`config.mk`:
```
export PLATFORM = sky130hd
export DESIGN_NAME = spi_target
export DESIGN_NICKNAME = d
export VERILOG_FILES = /design/src/rtl/spi_target_pkg.sv /design/src/rtl/spi_sync_edge.sv /design/src/rtl/spi_target.sv
export SDC_FILE = /design/constraint.sdc
export NUM_CORES = 1
export LEC_CHECK = 0
export ABC_AREA = 1
export ABC_CLOCK_PERIOD_IN_PS = 1600
export BUFFER_PORTS_ARGS = -buffer_cell sky130_fd_sc_hd__buf_2
export CAP_MARGIN = 30
export CORE_ASPECT_RATIO = 0.75
export CORE_UTILIZATION = 52
export CTS_CLUSTER_SIZE = 30
export DETAILED_ROUTE_END_ITERATION = 12
export HOLD_SLACK_MARGIN = 0.08
export PLACE_DENSITY = 0.72
export SLEW_MARGIN = 10
export SYNTH_ARGS = -nofsm -noshare
export SYNTH_HDL_FRONTEND = slang
export SYNTH_SLANG_ARGS = --single-unit
export TNS_END_PERCENT = 20
```
`constraint.sdc`:
```
create_clock -name clk -period 1.6 [get_ports clk]
set_clock_uncertainty 0.1 [all_clocks]
set_input_delay 0 -clock clk [delete_from_list [all_inputs] [get_ports clk]]
set_output_delay 0 -clock clk [all_outputs]
set_load 0.005 [all_outputs]
```
`src/rtl/spi_target_pkg.sv`:
```
// Shared types and constants for the SPI target block.
package spi_target_pkg;

    typedef enum logic [1:0] {
        SYNC,
        IDLE,
        SHIFT,
        DRAIN
    } state_t;

    localparam int   BITS_PER_BYTE = 8;
    localparam logic MISO_IDLE     = 1'b1;

    // Status word placement, matching the controller's recv_msg[3]/[4] mapping
    localparam int DEF_LO_IDX = 3;
    localparam int DEF_HI_IDX = 4;

endpackage

```
`src/rtl/spi_sync_edge.sv`:
```
// Two-flop synchronizer with registered history for rise/fall pulses.
module spi_sync_edge #(
    parameter logic IDLE = 1'b0
) (
    input  logic clk,
    input  logic rst,
    input  logic din,
    output logic dout,
    output logic rise,
    output logic fall
);
    logic s1, s2, s3;

    // Synchronizer chain plus one history flop for edge detection
    always_ff @(posedge clk or negedge rst) begin
        if (!rst) begin
            s1 <= IDLE;
            s2 <= IDLE;
            s3 <= IDLE;
        end else begin
            s1 <= din;
            s2 <= s1;
            s3 <= s2;
        end
    end

    assign dout = s2;
    assign rise = s2 & ~s3;
    assign fall = ~s2 & s3;

endmodule

```
`src/rtl/spi_target.sv`:
```
// SPI mode-0 target: returns a snapshotted status word in fixed byte slots
// and hands every received MOSI byte to the local fabric.
module spi_target
    import spi_target_pkg::*;
#(
    parameter int         FRAME_BYTES = 5,
    parameter int         LO_IDX      = DEF_LO_IDX,
    parameter int         HI_IDX      = DEF_HI_IDX,
    parameter logic [7:0] FILL_BYTE   = 8'h00
) (
    input  logic        clk,
    input  logic        rst,
    input  logic        sclk,
    input  logic        cs_n,
    input  logic        mosi,
    output logic        miso,
    input  logic [15:0] tx_data,
    output logic [7:0]  rx_byte,
    output logic [2:0]  rx_idx,
    output logic        rx_valid,
    output logic        frame_done,
    output logic        frame_err,
    output logic        busy
);
    state_t      state;
    logic [1:0]  settle;
    logic [15:0] tx_snap;
    logic [2:0]  byte_idx;
    logic [2:0]  bit_cnt;
    logic [7:0]  shift_in;
    logic [7:0]  shift_out;
    logic        overrun;

    logic sclk_s, sclk_rise, sclk_fall;
    logic cs_s, cs_rise, cs_fall;
    logic mosi_s, mosi_rise, mosi_fall;
    logic [7:0] first_byte, next_byte;
    logic sync_unused;

    spi_sync_edge #(.IDLE(1'b0)) u_sclk (
        .clk(clk), .rst(rst), .din(sclk), .dout(sclk_s), .rise(sclk_rise), .fall(sclk_fall)
    );
    spi_sync_edge #(.IDLE(1'b1)) u_cs (
        .clk(clk), .rst(rst), .din(cs_n), .dout(cs_s), .rise(cs_rise), .fall(cs_fall)
    );
    spi_sync_edge #(.IDLE(1'b0)) u_mosi (
        .clk(clk), .rst(rst), .din(mosi), .dout(mosi_s), .rise(mosi_rise), .fall(mosi_fall)
    );

    assign sync_unused = ^{sclk_s, mosi_rise, mosi_fall, shift_out[7]};

    function automatic logic [7:0] slot_byte(input logic [2:0] idx, input logic [15:0] snap);
        if (idx == 3'(LO_IDX)) return snap[7:0];
        if (idx == 3'(HI_IDX)) return snap[15:8];
        return FILL_BYTE;
    endfunction

    assign first_byte = slot_byte(3'd0, tx_data);
    assign next_byte  = slot_byte(byte_idx + 3'd1, tx_snap);

    // Frame FSM; all outputs registered, cs_n rise takes priority over sclk edges
    always_ff @(posedge clk or negedge rst) begin
        if (!rst) begin
            state      <= SYNC;
            settle     <= 2'd0;
            miso       <= MISO_IDLE;
            rx_byte    <= 8'h00;
            rx_idx     <= 3'd0;
            rx_valid   <= 1'b0;
            frame_done <= 1'b0;
            frame_err  <= 1'b0;
            busy       <= 1'b0;
            tx_snap    <= 16'h0000;
            byte_idx   <= 3'd0;
            bit_cnt    <= 3'd0;
            shift_in   <= 8'h00;
            shift_out  <= 8'h00;
            overrun    <= 1'b0;
        end else begin
            rx_valid   <= 1'b0;
            frame_done <= 1'b0;
            frame_err  <= 1'b0;
            case (state)
                // Synchronizers start at idle levels; let them settle before
                // trusting cs_n so a frame already running at reset is skipped
                SYNC: begin
                    if (settle != 2'd3) settle <= settle + 2'd1;
                    else if (cs_s)      state  <= IDLE;
                end
                IDLE: begin
                    miso <= MISO_IDLE;
                    busy <= 1'b0;
                    if (cs_fall) begin
                        tx_snap   <= tx_data;
                        byte_idx  <= 3'd0;
                        bit_cnt   <= 3'd0;
                        shift_out <= first_byte;
                        miso      <= first_byte[7];
                        overrun   <= 1'b0;
                        busy      <= 1'b1;
                        state     <= SHIFT;
                    end
                end
                SHIFT: begin
                    if (cs_rise) begin
                        // Ended before the last byte's final fall: always an error
                        frame_err <= 1'b1;
                        busy      <= 1'b0;
                        miso      <= MISO_IDLE;
                        state     <= IDLE;
                    end else if (sclk_rise) begin
                        shift_in <= {shift_in[6:0], mosi_s};
                        if (bit_cnt == 3'(BITS_PER_BYTE - 1)) begin
                            rx_byte  <= {shift_in[6:0], mosi_s};
                            rx_idx   <= byte_idx;
                            rx_valid <= 1'b1;
                        end
                    end else if (sclk_fall) begin
                        if (bit_cnt == 3'(BITS_PER_BYTE - 1)) begin
                            bit_cnt  <= 3'd0;
                            byte_idx <= byte_idx + 3'd1;
                            if (byte_idx == 3'(FRAME_BYTES - 1)) begin
                                miso  <= MISO_IDLE;
                                state <= DRAIN;
                            end else begin
                                shift_out <= next_byte;
                                miso      <= next_byte[7];
                            end
                        end else begin
                            bit_cnt   <= bit_cnt + 3'd1;
                            shift_out <= {shift_out[6:0], 1'b0};
                            miso      <= shift_out[6];
                        end
                    end
                end
                DRAIN: begin
                    miso <= MISO_IDLE;
                    if (cs_rise) begin
                        if (overrun) frame_err  <= 1'b1;
                        else         frame_done <= 1'b1;
                        busy  <= 1'b0;
                        state <= IDLE;
                    end else if (sclk_rise) begin
                        overrun <= 1'b1;
                    end
                end
                default: state <= SYNC;
            endcase
        end
    end

endmodule

```
* After elaboration in Yosys (flattened, before gate mapping)
Cells that the tools add are included.
Word-level totals: flip-flop bits (word level) 65, word-level logic and storage cells 136, input bits 21, output and inout port bits 16
Operators by class: equal/unequal tests 24, add/subtract/negate cells 3, reductions and logical operators 17, mux-type cells 60, bitwise gates (word level) 9
Operators by type and width (number):
- two-way mux 7 bit | 6
- two-way mux 8 bit | 4
- two-way mux 3 bit | 9
- two-way mux 1 bit | 24
- inequality test 2 bit (second input constant) | 10
- two-way mux 2 bit | 9
- inequality test 3 bit (second input constant) | 5
- case mux 7 bit (2 select lines) | 1
- case mux 3 bit (2 select lines) | 2
- AND reduction 6 bit | 2
- == test 3 bit (second input constant) | 3
- case mux 2 bit (4 select lines) | 1
- AND reduction 4 bit | 2
- AND reduction 8 bit | 1
- adder 3 x 1 -> 3 bit (second input constant) | 2
- case mux 1 bit (2 select lines) | 3
- AND reduction 2 bit | 3
- AND reduction 3 bit | 2
- nonzero test 2 bit | 3
- NOT 1 bit | 5
- AND reduction 5 bit | 1
- bitwise AND 1 bit | 4
- == test 2 bit (second input constant) | 2
- inequality test 2 x 1 -> 1 bit (second input constant) | 2
- 7 further kinds | 7

* Longest topological paths before layout
depth after elaboration 12, mapped depth 11, gate-level depth less buffers 10

* Modules after synthesis
Synthesis repeated with hierarchy kept, for this count alone.
Second synthesis, totals: cell total of the unflattened synthesis 352, area total of the unflattened synthesis 3064.2 sq um
Modules (own cells, without submodules):
- spi_target | area each 2790.2 sq um, seq. area each 1427.6 sq um, instances 1, cells each 331
- spi_sync_edge (u_mosi ...) | area each 90.1 sq um, seq. area each 75.1 sq um, instances 2, cells each 7
- spi_sync_edge (u_cs) | area each 93.8 sq um, seq. area each 78.8 sq um, instances 1, cells each 7

* Worst setup path before layout
OpenSTA, ideal clock, no wires.
path type reg-to-reg, start register byte_idx[0], end register shift_out[5], setup time 0.117 ns, arrival time 1.471 ns, buffers on the path 1, stages on the path, launching flop included 10, data required time 1.383 ns, slack -0.088 ns, period minus slack after synthesis 1.688 ns, path through dfrtp_1 -> ha_1 -> ha_1 -> nand2_1 -> buf_2 -> nand2_1 -> nand2_1 -> o21ai_0 -> nand3_1 -> nand2_1
Between the ends: longest elaborated chain between the ends 12
Ends and longest elaborated chain:
- start: declaration | line spi_target.sv:28 | logic [2:0] byte_idx;
- start signal: assignment | line spi_target.sv:121 | byte_idx <= byte_idx + 3'd1;
- adder 3 x 1 -> 3 bit | line spi_target.sv:59 | assign next_byte = slot_byte(byte_idx + 3'd1, tx_snap);
- == test 3 bit | line spi_target.sv:54 | if (idx == 3'(HI_IDX)) return snap[15:8];
- two-way mux 1 bit (2 in series) | line spi_target.sv:54
- two-way mux 8 bit | line spi_target.sv:55 | return FILL_BYTE;
- two-way mux 8 bit | line spi_target.sv:54
- two-way mux 7 bit | line spi_target.sv:122 | if (byte_idx == 3'(FRAME_BYTES - 1)) begin
- two-way mux 7 bit | line spi_target.sv:119 | if (bit_cnt == 3'(BITS_PER_BYTE - 1)) begin
- two-way mux 7 bit | line spi_target.sv:118 | end else if (sclk_fall) begin
- two-way mux 7 bit | line spi_target.sv:111 | end else if (sclk_rise) begin
- two-way mux 7 bit | line spi_target.sv:105 | if (cs_rise) begin
- case mux 7 bit (2 select lines) | line spi_target.sv:83 | case (state)
- end signal: assignment | line spi_target.sv:97 | shift_out <= first_byte;
- end signal: assignment | line spi_target.sv:126 | shift_out <= next_byte;
- end signal: assignment | line spi_target.sv:131 | shift_out <= {shift_out[6:0], 1'b0};
- end: declaration | line spi_target.sv:31 | logic [7:0] shift_out;
Several ways; a longest one is shown, not always the timed one. The select of a mux whose other input is x is not followed. A chain may end at the register's enable or synchronous reset.

* Worst setup path after layout
start register byte_idx[1], end register shift_out[0]
The elaborated chain is that of the path after synthesis.

==> flow_summary.yaml <==
finish:
  diodes: 0
  area_growth_pct: 36.3
  drive_gt1_share_pct: 30.8
  nets: 473
  n_fill_cell: 404
  finalInstanceArea_um2: 4150
critical_path:
  cp.required_ns: 1.79
  cpPeakStageDelay_ns: 0.39
  cp-start-kind: "flip-flop"
  cp.arrival_ns: 1.80
  worstSetupPathType: "flip-flop to flip-flop"
  cpMostUsedCell: "nand2_1"
  slowest_stage: "dfrtp_1"
  cp_max_fo: 8
  endpoint_kind: "flip-flop"
  r2r_slack_ns: -0.01
  worstPathCellList: "ha_2 -> ha_4 -> nand2_8 -> nand2_2 -> nand2_1 -> nor2_1 -> nand3_1 -> nand2_1"
floorplanning:
  die_area_um2: 6160
  coreArea_um2: 5500
  num_rows: 23
  die_width_um: 90.3
  ios: 37
  start_util_pct: 55.3
  chipHeight_um: 68.2
cts:
  clk_pin_slew_worst_paths_ns: 0.07
  cts_max_path_buffers: 2
  clock_latency_ns: 0.35
  h-tree-depth: 3
  cts_tree: "built"
  cts_inserted_buffers: 9
  root_buffer: "clkbuf_8"
  numClockSinks: 65
synth:
  synthCells: 358
  synth_area_leaders: "dfrtp_1 (50%), nand2_1 (19%), ha_1 (4.9%), dfstp_2 (3.5%), inv_1 (3.1%)"
  synth_seq_area_share_pct: 53.6
  yosys.area.top_type: "dfrtp_1"
  synth.distinct_cells: 29
  syn_nets: 391
  synth_area_um2: 3040
  syn_avg_cell_area_um2: 8.50
  ys_seq_elements: 65
  yosysTopAreaCellShare_pct: 50.2
  yosys_warnings: 0
global_routing:
  antenna_found_initial: 0
  grt_first_pass_wirelength_mm: 10.9
  grt_util_all_layers_pct: 23.7
  first_global_vias: 2361
  grt_max_degree: 66
  globalRoute.totalOverflow: 0
placed_design:
  place_congestion: 0.833
  port_buffers: 36
  dpl_cell_area_um2: 3470
  post-place-ws_ns: -0.0576
  dp_hpwl_mm: 4.22
power:
  ir_worst_vdd_mv: 0.823
  power_frac_clock_pct: 32.6
  pwr_density_cell_nw_per_um2: 1410
  switching_share_pct: 32.3
  seqPwrFrac_pct: 37.3
  power_leakage_nw: 2.11
  pwr-share-comb_pct: 30.1
  p_int_w: 0.00395
  switching_power_w: 0.00188
outcome:
  status: "complete, but fails checks"
  violations: "negative setup slack"
timing:
  timing.final.crit_share_pct: 101
  rsz0062_at_grt: "yes"
  whs_ns: 0.0911
  setup_viol: 1
  tightestPinTransition_ns: 0.349
  final_hold_viol_count: 0
  relSlewSlack_pct: 76.8
  finalMaxSlewViolations: 0
  finalCriticalPeriod_ns: 1.61
  fmaxAchievable_mhz: 620
  fin_ws_ns: -0.0140
detailed_routing:
  drc: 0
  routedWlPerCell_um: 13.1
  ant_nets: 0
  drt_wl_total_mm: 6.82
  dr.first_iter.drc_count: 173
  dr.pass1.iters: 4
  viasPerCell: 4.89
  vias: 2541
run:
  cap_violations: 0
hold_path:
  min-delay-path-class: "input pin to asynchronous set/reset pin"
## cell usage after synthesis
library cell,count
a21oi_1,1
nand3_1,16
o21ai_2,8
nor3_1,2
xnor2_1,1
or2_2,1
nor2_4,1
clkbuf_1,1
nand2_4,2
o21ai_1,14
a21boi_0,1
inv_2,5
ha_1,12
nor2_1,18
a211oi_1,1
dfstp_2,4
mux2_2,1
dfrtp_1,61
nand2_1,152
nand3_2,2
inv_1,25
o21ai_0,9
buf_6,2
nand3b_1,2
nand4_1,1
buf_2,7
a22oi_1,1
nor2_2,2
nand2_2,5
## cell families after synthesis
logic type      Yosys count  share of synthesized area [%]
compound gates           35                           6.99
xor+xnor                  1                          0.288
fa+ha+maj                12                           4.94
buf+inv                  40                           5.72
flops                    65                           53.6
mux                       1                          0.370
simple gates            204                           28.1
## stage by stage
| step | utilization [%] | total power (W) | instances | setup TNS [ns] |
|---|---|---|---|---|
| 2_1_floorplan | - | 0.00313 | 358 | 0 |
| 6_report | 75.4 | 0.00584 | 520 | -0.0140 |
| 3_3_place_gp | 63.1 | 0.00364 | 482 | -0.333 |
| 5_1_grt | 75.4 | 0.00619 | 520 | -0.390 |
| 3_5_place_dp | 63.1 | 0.00368 | 482 | -0.404 |
| 4_1_cts | 72.7 | 0.00570 | 518 | -0.00187 |
## worst max-delay path: cells and delay by family, from the launching register on
kind / cells / cell delay [ns]
fa+ha+maj: 2 / 0.54
simple gates: 6 / 0.51
flops: 1 / 0.39
## placed cells by master, fill, tap and decap left out, types with 4 or more instances in the layout
cell type and n:
nand2_4 4, nand2_2 12, ha_4 5, nand3_1 12
buf_4 18, bufinv_16 4, dfrtp_1 61, nor2_1 17
dlygate4sd3_1 20, inv_2 7, nand2_1 143, clkbuf_8 10
ha_2 4, inv_1 20, buf_2 36, dfstp_2 4
o21ai_2 9, o21ai_1 19
## cell type report
cell class / instances / area (um^2) / area share [%]
tap: 75 / 93.8 / 2.26
timing repair buffer: 80 / 608 / 14.7
multi-input combinational: 254 / 1420 / 34.1
inverter: 30 / 121 / 2.93
clock inverter: 6 / 138 / 3.32
sequential: 65 / 1630 / 39.4
clock buffer: 10 / 138 / 3.32
## power by group through the flow
stage,Clock (W),Combinational [W],Sequential (W)
CTS,0.00194,0.00159,0.00216
finish,0.00190,0.00175,0.00218
global placement,0,0.00145,0.00219
detailed placement,0,0.00149,0.00219
floorplan,0,0.000962,0.00217
global route,0.00200,0.00197,0.00221
## metal layers
layer	global-route usage, %	vias to the layer above	wire length (um)
met3	7.00	16	269
met5	0	-	0
met1	30.3	1166	3120
met4	9.68	0	178
met2	38.7	66	3260
li1	-	1293	-
## sequential cells by signal, indices dropped and copies added (netlist names), 2 cells and up
register and count:
tx_snap 16, settle 2, shift_out 7, rx_byte 8, bit_cnt 3, byte_idx 3, state 2, shift_in 7
rx_idx 3
## worst paths after layout
kind                                  start           end  depth (start not counted)
worst max-delay path            byte_idx[1]  shift_out[0]                          8
worst min-delay path                    rst      state[0]                          3
worst max register to register  byte_idx[1]  shift_out[0]                          8
worst min register to register    u_sclk.s1   u_sclk.dout                          0
max in group asynchronous               rst          miso                          3
min in group clk                       sclk     u_sclk.s1                          2
## timing repair
action	CTS	global route
cloned	0	1
pin swaps	0	16
hold buffers	20	0
hold endpoints to repair	84	0
setup endpoints to repair	20	48
setup buffers	0	1
resized for setup	12	40
Power figures use the tool's default switching activity.
